**config.mk**
```make
export PLATFORM = sky130hd
export DESIGN_NAME = muxpc_muxreg_sign_extend_shift_flat
export DESIGN_NICKNAME = d
export VERILOG_FILES = /design/src/rtl/muxpc_muxreg_sign_extend_shift_pkg.sv /design/src/rtl/muxpc_muxreg_sign_extend_shift_if.sv /design/src/rtl/muxpc_muxreg_sign_extend_shift_offset_sext_shift.sv /design/src/rtl/muxpc_muxreg_sign_extend_shift.sv /design/src/flat_wrapper.sv
export SDC_FILE = /design/constraint.sdc
export NUM_CORES = 1
export LEC_CHECK = 0
export ABC_CLOCK_PERIOD_IN_PS = 10020
export BUFFER_PORTS_ARGS = -buffer_cell sky130_fd_sc_hd__buf_2
export CAP_MARGIN = 20
export CORE_AREA = 4 4 106 83
export DETAILED_ROUTE_END_ITERATION = 16
export DIE_AREA = 0 0 110 87
export PLACE_DENSITY = 0.82
export SYNTH_ARGS = -nofsm -noshare
export SYNTH_HDL_FRONTEND = slang
export SYNTH_SLANG_ARGS = --single-unit
```
**constraint.sdc**
```tcl
create_clock -name CLK -period 10.02 [get_ports CLK]
set_clock_uncertainty 0.05 [all_clocks]
set_input_delay 3.006 -clock CLK [delete_from_list [all_inputs] [get_ports CLK]]
set_output_delay 3.006 -clock CLK [all_outputs]
set_load 0.005 [all_outputs]
```
**src/rtl/muxpc_muxreg_sign_extend_shift_pkg.sv**
```systemverilog
// Shared widths, reset PC and writeback-select encodings for the next-PC/writeback slice.
package cpu_pkg;
    localparam int unsigned PC_WIDTH     = 32;
    localparam int unsigned DATA_WIDTH   = 8;
    localparam int unsigned OFFSET_WIDTH = 8;

    // -4, so the first fetch after reset is address 0
    localparam logic [PC_WIDTH-1:0] RESET_PC = 32'hFFFF_FFFC;

    localparam logic WB_SEL_ALU = 1'b0;
    localparam logic WB_SEL_MEM = 1'b1;
endpackage

```
**src/rtl/muxpc_muxreg_sign_extend_shift_if.sv**
```systemverilog
// Datapath bundle between control/ALU/memory and the next-PC/writeback slice.
// MUXPC_BNE_EN adds the BNE control input.
interface muxpc_muxreg_sign_extend_shift_if;
    import cpu_pkg::*;

    logic                    BUSYWAIT;
    logic                    JUMP;
    logic                    BEQ;
`ifdef MUXPC_BNE_EN
    logic                    BNE;
`endif
    logic                    ZERO;
    logic [OFFSET_WIDTH-1:0] OFFSET;
    logic [DATA_WIDTH-1:0]   ALU_RESULT;
    logic [DATA_WIDTH-1:0]   READDATA;
    logic                    WRITESEL;
    logic [PC_WIDTH-1:0]     PC;
    logic [PC_WIDTH-1:0]     PC_NEXT;
    logic [PC_WIDTH-1:0]     EXTENDED_SHIFT;
    logic [DATA_WIDTH-1:0]   WB_DATA;

    modport master (
`ifdef MUXPC_BNE_EN
        output BNE,
`endif
        output BUSYWAIT, JUMP, BEQ, ZERO, OFFSET, ALU_RESULT, READDATA, WRITESEL,
        input  PC, PC_NEXT, EXTENDED_SHIFT, WB_DATA
    );

    modport slave (
`ifdef MUXPC_BNE_EN
        input  BNE,
`endif
        input  BUSYWAIT, JUMP, BEQ, ZERO, OFFSET, ALU_RESULT, READDATA, WRITESEL,
        output PC, PC_NEXT, EXTENDED_SHIFT, WB_DATA
    );
endinterface

```
**src/rtl/muxpc_muxreg_sign_extend_shift_offset_sext_shift.sv**
```systemverilog
// Sign-extends the signed word offset and scales it to a byte offset (x4).
module offset_sext_shift
    import cpu_pkg::*;
(
    input  logic [OFFSET_WIDTH-1:0] offset,
    output logic [PC_WIDTH-1:0]     extended
);
    localparam int unsigned ExtBits = PC_WIDTH - OFFSET_WIDTH - 2;

    assign extended = {{ExtBits{offset[OFFSET_WIDTH-1]}}, offset, 2'b00};
endmodule

```
**src/rtl/muxpc_muxreg_sign_extend_shift.sv**
```systemverilog
// Program counter, PC+4 / branch-target adders, next-PC mux and writeback mux.
// Optional MUXPC_BNE_EN adds branch-if-not-equal to the next-PC select.
module muxpc_muxreg_sign_extend_shift
    import cpu_pkg::*;
(
    input  logic                                 CLK,
    input  logic                                 RESET,
    muxpc_muxreg_sign_extend_shift_if.slave      bus
);
    logic [PC_WIDTH-1:0] pc_q;
    logic [PC_WIDTH-1:0] pc_d;
    logic [PC_WIDTH-1:0] pc_plus4;
    logic [PC_WIDTH-1:0] target;
    logic [PC_WIDTH-1:0] ext_shift;
    logic                sel;

    offset_sext_shift u_sext (
        .offset   (bus.OFFSET),
        .extended (ext_shift)
    );

    // Reset wins over a memory stall
    always_ff @(posedge CLK) begin
        if (RESET) begin
            pc_q <= RESET_PC;
        end else if (!bus.BUSYWAIT) begin
            pc_q <= pc_d;
        end
    end

    always_comb begin
        pc_plus4 = pc_q + PC_WIDTH'(4);
        target   = pc_plus4 + ext_shift;
`ifdef MUXPC_BNE_EN
        sel      = bus.JUMP | (bus.BEQ & bus.ZERO) | (bus.BNE & ~bus.ZERO);
`else
        sel      = bus.JUMP | (bus.BEQ & bus.ZERO);
`endif
        pc_d     = sel ? target : pc_plus4;
    end

    assign bus.PC             = pc_q;
    assign bus.PC_NEXT        = pc_d;
    assign bus.EXTENDED_SHIFT = ext_shift;
    assign bus.WB_DATA        = (bus.WRITESEL == WB_SEL_MEM) ? bus.READDATA : bus.ALU_RESULT;
endmodule

```
**src/flat_wrapper.sv**
```systemverilog
// flat-port wrapper written by rule: the top's interface ports become plain ports
module muxpc_muxreg_sign_extend_shift_flat import cpu_pkg::*;
  (CLK, RESET, bus_BUSYWAIT, bus_JUMP, bus_BEQ, bus_ZERO, bus_OFFSET, bus_ALU_RESULT, bus_READDATA, bus_WRITESEL, bus_PC, bus_PC_NEXT, bus_EXTENDED_SHIFT, bus_WB_DATA);
  muxpc_muxreg_sign_extend_shift_if bus_i ();
  input  logic CLK;
  input  logic RESET;
  input wire logic [$bits(bus_i.BUSYWAIT)-1:0] bus_BUSYWAIT;
  input wire logic [$bits(bus_i.JUMP)-1:0] bus_JUMP;
  input wire logic [$bits(bus_i.BEQ)-1:0] bus_BEQ;
  input wire logic [$bits(bus_i.ZERO)-1:0] bus_ZERO;
  input wire logic [$bits(bus_i.OFFSET)-1:0] bus_OFFSET;
  input wire logic [$bits(bus_i.ALU_RESULT)-1:0] bus_ALU_RESULT;
  input wire logic [$bits(bus_i.READDATA)-1:0] bus_READDATA;
  input wire logic [$bits(bus_i.WRITESEL)-1:0] bus_WRITESEL;
  output wire logic [$bits(bus_i.PC)-1:0] bus_PC;
  output wire logic [$bits(bus_i.PC_NEXT)-1:0] bus_PC_NEXT;
  output wire logic [$bits(bus_i.EXTENDED_SHIFT)-1:0] bus_EXTENDED_SHIFT;
  output wire logic [$bits(bus_i.WB_DATA)-1:0] bus_WB_DATA;
  assign bus_i.BUSYWAIT = bus_BUSYWAIT;
  assign bus_i.JUMP = bus_JUMP;
  assign bus_i.BEQ = bus_BEQ;
  assign bus_i.ZERO = bus_ZERO;
  assign bus_i.OFFSET = bus_OFFSET;
  assign bus_i.ALU_RESULT = bus_ALU_RESULT;
  assign bus_i.READDATA = bus_READDATA;
  assign bus_i.WRITESEL = bus_WRITESEL;
  assign bus_PC = bus_i.PC;
  assign bus_PC_NEXT = bus_i.PC_NEXT;
  assign bus_EXTENDED_SHIFT = bus_i.EXTENDED_SHIFT;
  assign bus_WB_DATA = bus_i.WB_DATA;
  muxpc_muxreg_sign_extend_shift u_core (.CLK(CLK), .RESET(RESET), .bus(bus_i));
endmodule
```
==> out/metrics.yaml <==
status:
  status: "finished, final reports clean"
worst_hold_path:
  holdPathStages: 2
  hp-class: "reg2reg"
  holdPathEnd: "u_core.bus.PC[7]"
  hp-start: "u_core.bus.PC[7]"
yosys:
  synth_compound_area_frac: 0.225
  synth_xor_area_frac: 0.0965
  synth-edff-count: 0
  synth-simple-area-share: 0.224
  ys.warnings.count: 0
  synth_cells: 557
  synthAdderAreaFrac: 0.116
  synth_top_family_by_area: "compound AO/OA/AOI/OAI gates"
  ys_ff_latch: 30
  synth.cell_area_um2: 4160
  async_flop_share: 0
  ys_seq_area_frac: 0.144
  synth_cell_types: 63
  synth.mux.area_fraction: 0.0779
  synthFlopType: "dfxtp_1"
  syn-mean-instance-area_um2: 7.47
power_and_ir_drop:
  p_leak_uw: 0.00215
  power.density_nw_per_um2: 332
  irDropWorstVdd_uv: 145
  p_total_uw: 1550
worst_setup_path:
  crit_fanout: 55
  r2r_cells: 14
  path_class: "in2out"
  path_cells: "buf_2 > ha_1 > a21oi_2 > o21ai_2 > a211o_1 > a21oi_1 > or4b_1 > mux2_2 > o211ai_2 > buf_2"
  r2r-start: "u_core.bus.PC[4]"
  regToRegSetupSlack_ps: 5620
  end_kind: "output port"
  critPathArrivalTime_ps: 6050
  cp_common_cell: "buf_2"
  slowest_stage: "buf_2"
  cp-start-kind: "input pin"
  cpPeakStageDelay_ps: 690
  cp.required_ps: 6960
  r2r_end: "u_core.bus.PC[31]"
clocking:
  clk_pin_slew_ps: 70
  cts_inserted_buffers: 5
  clock-root-buffer: "clkbuf_8"
  post_cts_buffers: 0
  cts_hold_buf: 0
  cts_sinks: 30
  cts_resized: 0
  cts.path.max_buffers: 2
  h-tree-depth: 2
  insertion_delay_ps: 290
  cts_tree: "done"
routing:
  wire_per_inst_um: 16.5
  initialDrtViolationCount: 426
  firstDrtPassIters: 5
  drc_errors: 0
  routed_wl_um: 12300
  vias_per_cell: 6.01
  antenna_left: 0
  num_vias: 4466
floorplanning:
  dieWidth_um: 110
  rows: 28
  floorplan.initialDensity: 0.537
  dieHeight_um: 87
  core_area_um2: 7740
  fp.dieArea_um2: 9570
  pin_count: 135
finish:
  syn_to_final_growth_pct: 12.3
  multiInputGateArea_um2: 3110
  diodes: 0
  drive_above_1_share: 0.265
  fin_util: 0.603
  final_cell_mix: "buf_2, nand2_1, nor2_1"
  final_cells: 743
  seqCellArea_um2: 601
  largest_reg_flops: 30
  fillers: 738
  mostFrequentLayoutCell: "buf_2"
  nets: 706
run:
  cap_viol_max_count: 0
place:
  port_buffers: 128
  placedCellCount: 734
  hpwl_um: 9410
  place_congestion: 0.992
grt:
  grt_pass1_wl_um: 19700
  grt_pass1_vias: 4065
  track_usage: 0.255
  overflow: 0
  antenna_found_initial: 0
  grt_max_degree: 56
timing:
  hold_viol_final: 0
  fin_setup_tns_ps: 0
  period_minus_slack_ps: 9110
  max_freq_mhz: 110
  grt_setup_unrepaired: "no"
  worstMarginPinSlew_ps: 927
  finalCritPeriodShare: 0.909
  relSlewSlack: 0.382
  setup_viol: 0
  slew_violations: 0
[metrics by stage]
step / hold slack [ps] / setup WS (ps) / cell area [um2]
floorplan: 454 / 1860 / 4180
detailed placement: 504 / 964 / 4550
global route: 558 / 666 / 4670
finish: 519 / 914 / 4670
CTS: 523 / 943 / 4640
global placement: 475 / 1080 / 4550
[logic make-up after synthesis]
logic type | after synthesis
simple gates | 192
compound gates | 142
buf+inv | 78
xor+xnor | 45
fa+ha+maj | 38
mux | 31
flops | 30
other cells | 1
[critical path, delay by kind of cell]
family                   cells  cell delay [ps]
AND/OR/NAND/NOR              1              470
multiplexers                 1              280
AO/OA/AOI/OAI                5              950
adder cells (fa/ha/maj)      1              460
buffers and inverters        2              850
[report_power, final]
group,switching (uW),internal (uW),total (uW)
logic,712,516,1230
clock network,56.2,55.3,112
registers,55.7,157,213
[worst max-delay path by stage]
stage,start,endpoint,slack (ps),cells past startpoint
floorplan,bus_OFFSET[0],bus_PC_NEXT[26],1860,9
global placement,bus_OFFSET[7],bus_PC_NEXT[31],1080,10
detailed placement,bus_OFFSET[7],bus_PC_NEXT[31],960,10
CTS,bus_OFFSET[7],bus_PC_NEXT[31],940,10
global route,bus_OFFSET[7],bus_PC_NEXT[27],670,11
finish,bus_OFFSET[7],bus_PC_NEXT[31],910,10
[per-layer routing]
metal / routed length (um) / GRT usage
met3: 1320 / 0.0689
met2: 5470 / 0.394
met5: 0 / 0
met1: 5240 / 0.347
met4: 250 / 0.0691
[Yosys cell counts (4+ instances only)]
cell type	count	area, um2
a211o_1	4	35.0
a211oi_1	5	37.5
a21o_1	14	105
a21oi_1	41	205
a31oi_1	6	37.5
and3_1	5	31.3
and4_1	5	43.8
buf_1	5	18.8
buf_2	4	20.0
buf_4	36	270
clkbuf_1	11	41.3
dfxtp_1	30	601
ha_1	37	463
inv_1	15	56.3
mux2_2	11	124
mux2i_1	20	200
nand2_1	70	263
nand3_1	20	100
nand4_1	18	113
nor2_1	43	161
nor3_1	8	40.0
o211ai_1	4	30.0
o21a_1	5	37.5
o21ai_0	29	145
o31ai_1	7	52.6
xnor2_1	30	263
xor2_1	14	123
[final cells by class]
cell class | count | share of cell area
clock buffers | 6 | 0.0177
multi-input cells | 454 | 0.666
flip-flops and latches | 30 | 0.129
well taps | 105 | 0.0281
repair buffers | 130 | 0.145
clock inverters | 2 | 0.00268
inverters | 16 | 0.0129
Note: power is estimated with default switching activity, not from simulation.
